==> config.mk <==
export PLATFORM = sky130hd
export DESIGN_NAME = prng_seq_gen
export DESIGN_NICKNAME = d
export VERILOG_FILES = /design/src/rtl/prng_seq_gen.sv
export SDC_FILE = /design/constraint.sdc
export NUM_CORES = 1
export LEC_CHECK = 0
export CORE_ASPECT_RATIO = 1.5
export CORE_UTILIZATION = 40
export CTS_CLUSTER_SIZE = 30
export DETAILED_ROUTE_END_ITERATION = 10
export DONT_BUFFER_PORTS = 1
export MAX_ROUTING_LAYER = met4
export PLACE_DENSITY = 0.6
export SETUP_SLACK_MARGIN = 0.4
export SLEW_MARGIN = 0
export SYNTH_ARGS = -nofsm -noshare
export SYNTH_HDL_FRONTEND = slang
export SYNTH_SLANG_ARGS = --single-unit
==> constraint.sdc <==
create_clock -name clk -period 2.8 [get_ports clk]
set_clock_uncertainty 0.05 [all_clocks]
set_input_delay 0.84 -clock clk [delete_from_list [all_inputs] [get_ports clk]]
set_output_delay 0.84 -clock clk [all_outputs]
set_load 0.02 [all_outputs]
==> src/rtl/prng_seq_gen.sv <==
// Fibonacci-LFSR pseudo-random sequence generator with hold, free-run,
// single-step and counted-burst modes, seed load, lock-up recovery and wrap flag.
module prng_seq_gen #(
  parameter int                WIDTH        = 4,
  parameter logic [WIDTH-1:0]  TAPS         = 4'b1100,
  parameter logic [WIDTH-1:0]  DEFAULT_SEED = 4'b0001,
  parameter int                CNT_W        = 8
) (
  input  logic             clk,
  input  logic             rst,
  input  logic [1:0]       mode,
  input  logic             step,
  input  logic             load,
  input  logic [WIDTH-1:0] seed,
  input  logic [CNT_W-1:0] burst_len,
  output logic [WIDTH-1:0] q,
  output logic             valid,
  output logic             wrap,
  output logic             busy,
  output logic             done
);

  typedef enum logic {IDLE, BURST} state_t;

  localparam logic [CNT_W-1:0] CNT_ONE = CNT_W'(1);

  // An all-zero state would lock the LFSR forever, so it restarts from the seed.
  function automatic logic [WIDTH-1:0] lfsr_next(input logic [WIDTH-1:0] cur);
    logic [WIDTH-1:0] nxt;
    if (cur == '0) nxt = DEFAULT_SEED;
    else           nxt = {cur[WIDTH-2:0], ^(cur & TAPS)};
    return nxt;
  endfunction

  function automatic logic [WIDTH-1:0] seed_fix(input logic [WIDTH-1:0] s);
    return (s == '0) ? DEFAULT_SEED : s;
  endfunction

  state_t           state, state_nxt;
  logic [CNT_W-1:0] cnt, cnt_nxt;
  logic             done_nxt;
  logic             adv;
  logic [WIDTH-1:0] q_nxt;
  logic [WIDTH-1:0] ref_q;

  assign q_nxt = lfsr_next(q);
  assign busy  = (state == BURST);

  always_comb begin
    adv = 1'b0;
    if (!load) begin
      case (mode)
        2'b01:   adv = 1'b1;
        2'b10:   adv = step;
        2'b11:   adv = (state == BURST);
        default: adv = 1'b0;
      endcase
    end
  end

  always_comb begin
    state_nxt = state;
    cnt_nxt   = cnt;
    done_nxt  = 1'b0;
    if (load) begin
      state_nxt = IDLE;
      cnt_nxt   = '0;
    end else begin
      case (state)
        IDLE: begin
          if (mode == 2'b11 && step) begin
            if (burst_len != '0) begin
              state_nxt = BURST;
              cnt_nxt   = burst_len;
            end else begin
              done_nxt = 1'b1;
            end
          end
        end
        BURST: begin
          // Leaving burst mode abandons the burst without a completion pulse.
          if (mode != 2'b11) begin
            state_nxt = IDLE;
            cnt_nxt   = '0;
          end else begin
            cnt_nxt = cnt - CNT_ONE;
            if (cnt == CNT_ONE) begin
              state_nxt = IDLE;
              done_nxt  = 1'b1;
            end
          end
        end
        default: begin
          state_nxt = IDLE;
          cnt_nxt   = '0;
        end
      endcase
    end
  end

  always_ff @(posedge clk or negedge rst) begin
    if (!rst) begin
      state <= IDLE;
      cnt   <= '0;
      done  <= 1'b0;
    end else begin
      state <= state_nxt;
      cnt   <= cnt_nxt;
      done  <= done_nxt;
    end
  end

  always_ff @(posedge clk or negedge rst) begin
    if (!rst) begin
      q     <= DEFAULT_SEED;
      ref_q <= DEFAULT_SEED;
      valid <= 1'b0;
      wrap  <= 1'b0;
    end else if (load) begin
      q     <= seed_fix(seed);
      ref_q <= seed_fix(seed);
      valid <= 1'b0;
      wrap  <= 1'b0;
    end else begin
      valid <= adv;
      wrap  <= adv && (q_nxt == ref_q);
      if (adv) q <= q_nxt;
    end
  end

endmodule

# Yosys cells after proc, flatten, opt, wreduce, memory -nomap -nowiden
# Index checks and enable logic that the tools add are counted.
# W data, S select, Z words.
# op_classes
n_mux	25
reduce_logical	8
bitwise	1
eq_ne	8
add_sub_neg	1
# op_table
op	n
$mux W8	4
$mux W4	4
$pmux W8 S2	1
$mux W1	13
$eq A8 B1 Y1 const B	1
$logic_not A4 Y1	2
$reduce_bool A8 Y1	1
$sub A8 B1 Y8 const B	1
$ne A3 B3 Y1 const B	2
$eq A2 B2 Y1 const B	2
$eq A4 B4 Y1	1
$pmux W1 S2	2
$reduce_xor A4 Y1	1
$pmux W1 S3	1
$eq A2 B1 Y1 const B	1
$logic_and A1 B1 Y1	2
$ne A2 B2 Y1 const B	1
$reduce_and A2 Y1	1
$reduce_bool A2 Y1	1
$not A1 Y1	1
# totals
regBits	20
inputBits	18
word_cells	50

# Depth between registers and ports, before layout
# Gate-level depths: netlist of run 1.
# logic_depth
ltp_word	5
mapped_depth	6
mapped_depth_nobuf	6

# Worst setup path before layout of run 1
# OpenSTA, ideal clock, no wires.
# synth_timing
path_type	input to register
startpoint	in burst_len[2]
endpoint	reg cnt[2]
setup_time_ps	127
stages	5
setup_slack_ps	657
t_arrival_ps	1966
path_cell_list	or4_4 -> o2111ai_4 -> a21o_1 -> buf_6 -> o22ai_1
# synth_via
elab_chain_len	4
word_cells_on_any_way	7
classes_between	1 x eq/ne; 4 x mux; 2 x reduce/logical
# synth_rtl
item	line_no	source
from (decl)	15	input logic [CNT_W-1:0] burst_len,
$mux W8	72	if (burst_len != '0) begin
$mux W8	71	if (mode == 2'b11 && step) begin
$pmux W8 S2	69	case (state)
$mux W8	65	if (load) begin
to (signal assigned)	108	cnt <= cnt_nxt;
to (decl)	40	logic [CNT_W-1:0] cnt, cnt_nxt;
# Several ways; a longest one is shown, not always the timed one. The select of a mux whose other input is x is not followed.
# A chain may end at the register's enable or synchronous reset.

# Worst setup path after layout of run 1
# Ends and elaborated chain as after synthesis.

==> results of run 1 <==
[placed cells by master (no fill, tap or decap), types with 3 or more instances in the layout]
master     Yosys  layout
a21oi_1        8       8
clkbuf_8       0       4
dfrtp_1       18      18
ha_1           3       3
inv_1         12      12
mux2i_1        4       4
nand2_1        4       4
nand4_1        4       4
nor2_1         9       9
nor2b_1        3       3
nor3_1         8       8
o21ai_0        9       9
o2bb2ai_2      6       6
xor2_1         3       3
[synthesized netlist by cell type (4+ instances only)]
library cell	n	area, um2
nor2_1	9	33.8
o2bb2ai_2	6	90.1
a21oi_1	8	40.0
nor3_1	8	40.0
dfrtp_1	18	450
nand2_1	4	15.0
o21ai_0	9	45.0
mux2i_1	4	40.0
inv_1	12	45.0
nand4_1	4	25.0
[power breakdown]
part | switching (mW) | internal [mW] | total, mW | leakage [nW]
sequential | 0.0377 | 0.313 | 0.351 | 0.257
combinational | 0.0680 | 0.0589 | 0.127 | 0.254
clock | 0.0940 | 0.125 | 0.219 | 0.0288
total | 0.200 | 0.497 | 0.697 | 0.540
[routing by layer]
| metal | global-route usage | vias to the layer above | wire [um] |
|---|---|---|---|
| met5 | - | - | 0 |
| met4 | 0.0586 | 0 | 20 |
| met3 | 0.0255 | 4 | 175 |
| met2 | 0.332 | 46 | 1670 |
| met1 | 0.241 | 523 | 1170 |
| li1 | - | 467 | - |
[area by class of cell]
type | instances | area (um2) | share of cell area
Inverter | 12 | 45.0 | 0.0340
Multi-Input combinational cell | 90 | 658 | 0.497
Timing Repair Buffer | 2 | 15.0 | 0.0113
Tap cell | 39 | 48.8 | 0.0368
Clock buffer | 4 | 55.1 | 0.0415
Sequential cell | 20 | 503 | 0.380
[cell families after synthesis]
| group | Yosys count | synth area share |
|---|---|---|
| compound gates | 37 | 0.240 |
| buf+inv | 20 | 0.0748 |
| flops | 20 | 0.401 |
| mux | 5 | 0.0409 |
| fa+ha+maj | 3 | 0.0299 |
| simple gates | 40 | 0.178 |
| xor+xnor | 5 | 0.0349 |
[registers in the layout, indices dropped and copies added, names as in the netlist]
signal	count
cnt	8
q	4
ref_q	4
busy	1
done	1
valid	1
wrap	1
[worst max-delay path by stage]
stage / start / to
2_1_floorplan: burst_len[2] / cnt[2]$_DFFE_PN0P_
3_3_place_gp: burst_len[2] / cnt[2]$_DFFE_PN0P_
3_5_place_dp: burst_len[2] / cnt[2]$_DFFE_PN0P_
4_1_cts: burst_len[2] / cnt[2]$_DFFE_PN0P_
5_1_grt: burst_len[2] / cnt[2]$_DFFE_PN0P_
6_report: burst_len[2] / cnt[2]$_DFFE_PN0P_
[stage by stage]
stage / utilization / area [um2]
final: 0.450 / 1330
after global routing: 0.450 / 1330
after CTS: 0.450 / 1330
after detailed placement: 0.432 / 1270
after global placement: 0.432 / 1270
after floorplan: - / 1250
==> results.json, run 1 <==
{
  "status": "finished clean",
  "crit_arrival_ps": 2200,
  "crit_chain": "or4_4, o2111ai_4, a21o_1, o22ai_1",
  "nNetsFinal": 150,
  "worst_setup_path_start_kind": "input port",
  "die_area_um2": 3370,
  "crit_cells": 4,
  "die_x_um": 47.7,
  "yosysSeqAreaShare": 0.401,
  "grt_pass1_vias": 1052,
  "fin_ws_ps": 678,
  "area_growth_syn_to_layout_pct": 5.58,
  "synthArstFlopShare": 1.00,
  "layout.cells.non_filler": 167,
  "cts_resized": 0,
  "antennaDiodeCount": 0,
  "finalSetupViolCount": 0,
  "slowest_delay_ps": 540,
  "required_ps": 2870,
  "slew_headroom": 0.561,
  "holdCritPathClass": "in2async",
  "r2r_cells": 4,
  "routedWlPerCell_um": 18.2,
  "coreArea_um2": 2940,
  "chipHeight_um": 70.6,
  "postCtsSetupBuffers": 0,
  "setup-tns-final_ps": 0,
  "path_class": "in2reg",
  "finalPower_mw": 0.697,
  "cts.sinks": 20,
  "start_util": 0.426,
  "drc": 0,
  "syn_nets": 151,
  "grt_remaining_overflow": 0,
  "power.leakage_nw": 0.540,
  "clk_path_buf_depth": 2,
  "crit_family": "compound AO/OA/AOI/OAI gates",
  "pre_cts_ws_ps": 428,
  "syn-cell-area_um2": 1250,
  "synth_edf_count": 0,
  "period_needed_ps": 2120,
  "clk_latency_ps": 250,
  "via_count": 1040,
  "h-tree-depth": 1,
  "cts.clk_slew.worst_paths_ps": 80,
  "rr_endpoint": "cnt[7]$_DFFE_PN0P_",
  "ant_nets": 0,
  "whs_ps": 223,
  "drive_gt1_frac": 0.156,
  "cts_made_buffers": 3,
  "reg2reg_slack_ps": 970,
  "syn_inst": 130,
  "initialDrtViolationCount": 39,
  "ios": 26,
  "routed_wl_um": 3040,
  "crit_buf_inv": 0,
  "rsz0062_at_grt": "no",
  "yosysWarnings": 0,
  "hpwl_um": 2260,
  "slew_violations": 0,
  "port_buffers": 0,
  "finalCritPeriodShare": 0.758,
  "end_kind": "flop",
  "power_density_nw_per_um2": 526,
  "vias_per_cell": 6.23,
  "critPathMaxFanout": 9,
  "worst_pin_slew_ps": 653,
  "grt_max_degree": 21,
  "hold_viol_final": 0,
  "cap_violations": 0,
  "cp_slowest_cell": "or4_4",
  "cts_tree": "done",
  "r2r-start": "cnt[3]$_DFFE_PN0P_",
  "hold_buffers": 0,
  "antenna_found_initial": 0,
  "synth-main-ff-cell": "dfrtp_1",
  "rows": 24,
  "clock.fmax_mhz": 471,
  "grt_pass1_wl_um": 4870,
  "grt_use_total": 0.199,
  "gp_congestion": 0.916,
  "drtPass1Iterations": 4,
  "clockRootBuffer": "clkbuf_8",
  "syn-mean-instance-area_um2": 9.65,
  "ir_worst_vdd_mv": 0.234,
  "synth_cell_types": 36,
  "synth-seq-cells": 20,
  "placed_cells_incl_taps": 163,
  "fillers": 311
}
No activity file was read; power rests on OpenSTA's default activity.
==> run 2, diff against run 1 <==
Settings changed: PLACE_DENSITY 0.6 to 0.62.
Clock period 2.8 ns to 1.85 ns, I/O delays scaled along.
==> results.json, run 2 (synthesis gave the netlist of run 1 again) <==
{
  "grt_use_total": 0.222,
  "via_count": 1095,
  "fin_ws_ps": 215,
  "gp_congestion": 0.863,
  "antenna_found_initial": 0,
  "largest_reg_flops": 8,
  "finalPower_mw": 1.11,
  "r2r-start": "cnt[2]$_DFFE_PN0P_",
  "chipHeight_um": 70.6,
  "top_regs": "cnt: 8 flops, q: 4 flops, ref_q: 4 flops",
  "clk_path_buf_depth": 2,
  "start_util": 0.426,
  "period_needed_ps": 1630,
  "rows": 24,
  "rr_endpoint": "cnt[6]$_DFFE_PN0P_",
  "worst_pin_slew_ps": 815,
  "grt_max_degree": 19,
  "coreArea_um2": 2940,
  "finalCritPeriodShare": 0.884,
  "h-tree-depth": 1,
  "finalSetupViolCount": 0,
  "drtPass1Iterations": 4,
  "die_x_um": 47.7,
  "ios": 26,
  "slew_headroom": 0.456,
  "dpl-instance-area_um2": 1360,
  "pre_cts_ws_ps": -30.7,
  "layout.cells.non_filler": 184,
  "grt_pass1_wl_um": 5220,
  "required_ps": 1930,
  "setup-tns-final_ps": 0,
  "slew_violations": 0,
  "clkPwrFrac": 0.264,
  "holdCritPathClass": "in2async",
  "p_int_mw": 0.777,
  "die_area_um2": 3370,
  "reg2reg_slack_ps": 310,
  "vias_per_cell": 5.95,
  "worst_setup_path_start_kind": "input port",
  "end_kind": "flop",
  "largest-register": "cnt",
  "routedWlPerCell_um": 17.5,
  "cts.sinks": 20,
  "r2r_cells": 5,
  "cts_made_buffers": 3,
  "path_class": "in2reg",
  "nNetsFinal": 167,
  "global_route.usage.met1": 0.245,
  "p_seq_frac": 0.481,
  "cts_tree": "done",
  "cts.clk_slew.worst_paths_ps": 80,
  "crit_arrival_ps": 1720,
  "area_growth_syn_to_layout_pct": 23.0,
  "cap_violations": 0,
  "routed_wl_um": 3230,
  "clockRootBuffer": "clkbuf_8",
  "grt_util_met2": 0.368,
  "antennaDiodeCount": 0,
  "hold_viol_final": 0,
  "initialDrtViolationCount": 34,
  "grt_remaining_overflow": 0,
  "pwr-share-comb": 0.255,
  "power.leakage_nw": 0.645,
  "critPathMaxFanout": 5,
  "drc": 0,
  "stdcell_area_um2": 1540,
  "status": "finished clean",
  "clock.fmax_mhz": 612,
  "rsz0062_at_grt": "yes",
  "clk_latency_ps": 250,
  "ir_worst_vdd_mv": 0.342,
  "switching_power_mw": 0.332,
  "power_density_nw_per_um2": 718,
  "drive_gt1_frac": 0.324,
  "hpwl_um": 2350,
  "globalRouteMet3Util": 0.0332,
  "final_common_cell": "dfrtp_1",
  "final_cell_mix": "dfrtp_1, buf_4, inv_1",
  "port_buffers": 0,
  "busiest_layer": "met2",
  "placed_cells_incl_taps": 171,
  "p_sw_frac": 0.300,
  "grt_pass1_vias": 1154,
  "ant_nets": 0
}
-- run 2: cell count changes in the layout (fill, tap and decap cells not counted), sizes merged --
cell          previous run  this run
buf                      2        18
clkinvlp                 0         1
dlymetal6s4s             0         1
inv                     12        11
-- run 2: worst max path at each step --
stage	startpoint	end	slack (ps)
after CTS	burst_len[3]	cnt[6]$_DFFE_PN0P_	240
after detailed placement	burst_len[3]	cnt[7]$_DFFE_PN0P_	-30
final	burst_len[3]	busy$_DFF_PN0_	220
after floorplan	burst_len[3]	cnt[2]$_DFFE_PN0P_	7
after global routing	burst_len[3]	cnt[7]$_DFFE_PN0P_	180
after global placement	burst_len[3]	cnt[6]$_DFFE_PN0P_	-20
-- run 2: worst max-delay path, cell delays in order --
cell       delay, ps
or4_4            550
o2111ai_4        230
a21o_1           160
buf_4            160
a21oi_1           60
-- run 2: power groups by stage --
stage	logic, mW	clock network [mW]	registers [mW]
4_1_cts	0.270	0.303	0.536
6_report	0.282	0.293	0.533
5_1_grt	0.307	0.324	0.540
3_3_place_gp	0.219	0	0.536
2_1_floorplan	0.188	0	0.532
3_5_place_dp	0.226	0	0.538
-- run 2: routing by layer --
layer	vias up	wire [um]
met5	-	0
met4	0	88
met3	10	162
met2	47	1740
met1	537	1240
li1	501	-
-- run 2: area by class of cell --
class                           count  area (um2)
Multi-Input combinational cell     90         718
Clock buffer                        4        45.0
Sequential cell                    20         508
Timing Repair Buffer               19         175
Inverter                           12        48.8
Tap cell                           39        48.8
Fill cell                         296        1400
-- run 2: timing repair --
| item | CTS | global route |
|---|---|---|
| hold endpoints to repair | 18 | 0 |
| gates resized for setup | 13 | 3 |
| buffers inserted | 4 | 4 |
| cloned | 0 | 0 |
| hold buffers | 1 | 0 |
| setup endpoints to repair | 15 | 35 |
| pin swaps | 2 | 4 |
-- run 2: through the flow --
| step | hold slack, ps | util |
|---|---|---|
| 2_1_floorplan | 209 | - |
| 3_3_place_gp | 210 | 0.463 |
| 3_5_place_dp | 210 | 0.463 |
| 4_1_cts | 75.9 | 0.512 |
| 5_1_grt | 68.8 | 0.525 |
| 6_report | 83.6 | 0.525 |
==> run 3, diff against run 2 <==
Settings changed: CORE_UTILIZATION 40 to 30, PLACE_DENSITY 0.62 to 0.51.
==> results.json, run 3 (synthesis gave the netlist of run 1 again) <==
{
  "ant_nets": 0,
  "cts_tree": "done",
  "p_int_mw": 0.801,
  "p_sw_frac": 0.299,
  "grt_max_degree": 19,
  "end_kind": "flop",
  "drc": 0,
  "cts.clk_slew.worst_paths_ps": 80,
  "clk_latency_ps": 260,
  "slew_headroom": 0.409,
  "antennaDiodeCount": 0,
  "layout.cells.non_filler": 184,
  "p_seq_frac": 0.468,
  "busiest_layer": "met2",
  "finalPower_mw": 1.14,
  "grt_pass1_wl_um": 5380,
  "ios": 26,
  "nNetsFinal": 161,
  "clk_path_buf_depth": 2,
  "routed_wl_um": 3310,
  "worst_setup_path_start_kind": "input port",
  "globalRouteMet3Util": 0.0318,
  "rr_endpoint": "cnt[7]$_DFFE_PN0P_",
  "hpwl_um": 2400,
  "fillers": 403,
  "path_class": "in2reg",
  "cts_made_buffers": 3,
  "clockRootBuffer": "clkbuf_8",
  "critPathMaxFanout": 3,
  "hold_viol_final": 0,
  "largest_reg_flops": 8,
  "crit_arrival_ps": 1720,
  "r2r_cells": 5,
  "grt_pass1_vias": 1116,
  "final_util": 0.385,
  "grt_use_total": 0.176,
  "fin_ws_ps": 220,
  "whs_ps": 78.3,
  "finalCritPeriodShare": 0.881,
  "drtPass1Iterations": 5,
  "cts.sinks": 20,
  "rows": 28,
  "required_ps": 1940,
  "setup-tns-final_ps": 0,
  "chipHeight_um": 81.2,
  "cap_violations": 0,
  "power.leakage_nw": 0.614,
  "h-tree-depth": 1,
  "rsz0062_at_grt": "yes",
  "finalSetupViolCount": 0,
  "port_buffers": 0,
  "vias_per_cell": 5.79,
  "final_common_cell": "dfrtp_1",
  "reg2reg_slack_ps": 300,
  "grt_util_met2": 0.296,
  "pwr-share-comb": 0.237,
  "drive_gt1_frac": 0.338,
  "clock.fmax_mhz": 613,
  "pre_cts_ws_ps": -90.0,
  "largest-register": "cnt",
  "placed_cells_incl_taps": 174,
  "via_count": 1066,
  "top_regs": "cnt: 8 flops, q: 4 flops, ref_q: 4 flops",
  "initialDrtViolationCount": 40,
  "antenna_found_initial": 0,
  "final_cell_mix": "dfrtp_1, buf_4, inv_1",
  "die_area_um2": 4450,
  "holdCritPathClass": "in2async",
  "clkPwrFrac": 0.295,
  "global_route.usage.met1": 0.189,
  "switching_power_mw": 0.341,
  "gp_congestion": 0.879,
  "area_growth_syn_to_layout_pct": 21.3,
  "die_x_um": 54.8,
  "r2r-start": "cnt[2]$_DFFE_PN0P_",
  "status": "finished clean",
  "worst_pin_slew_ps": 887,
  "stdcell_area_um2": 1520,
  "coreArea_um2": 3960,
  "grt_remaining_overflow": 0,
  "dpl-instance-area_um2": 1360,
  "slew_violations": 0,
  "routedWlPerCell_um": 18.0,
  "ir_worst_vdd_mv": 0.478,
  "period_needed_ps": 1630,
  "power_density_nw_per_um2": 750,
  "start_util": 0.317
}
==> run 3: final cells by class <==
cell class	instances	area (um2)	area share
flip-flops and latches	20	508	0.334
well taps	45	56.3	0.0370
repair buffers	13	119	0.0781
clock buffers	4	55.1	0.0362
multi-input cells	90	736	0.483
inverters	12	48.8	0.0320
==> run 3: routing by layer <==
metal / vias to the layer above / routed length [um]
li1: 491 / -
met1: 526 / 1300
met2: 36 / 1760
met3: 13 / 132
met4: 0 / 115
met5: - / 0
==> run 3: worst max-delay path, stage by stage <==
cell and delay (ps):
or4_4 550, o2111ai_4 230, a21o_1 180, buf_4 120, o22ai_1 80
==> run 3: timing repair <==
item,in CTS,in global routing
gates resized for setup,9,9
hold endpoints to repair,18,0
endpoints found under the setup margin,16,33
hold buffers,1,0
buffers inserted,5,0
cloned,0,0
pin swaps,2,5
==> run 3: worst max-delay path by stage <==
stage,slack (ps),end,cells past startpoint,start
2_1_floorplan,7,cnt[2]$_DFFE_PN0P_,5,burst_len[3]
3_3_place_gp,-60,cnt[6]$_DFFE_PN0P_,5,burst_len[3]
3_5_place_dp,-90,busy$_DFF_PN0_,5,burst_len[3]
4_1_cts,230,cnt[5]$_DFFE_PN0P_,5,burst_len[2]
5_1_grt,170,cnt[4]$_DFFE_PN0P_,6,cnt[1]$_DFFE_PN0P_
6_report,220,cnt[2]$_DFFE_PN0P_,5,burst_len[2]
==> run 3: power groups by stage <==
stage | sequential (mW) | combinational (mW) | clock (mW)
floorplan | 0.532 | 0.188 | 0
global placement | 0.539 | 0.216 | 0
detailed placement | 0.539 | 0.222 | 0
CTS | 0.534 | 0.253 | 0.347
global route | 0.542 | 0.299 | 0.373
finish | 0.535 | 0.271 | 0.337
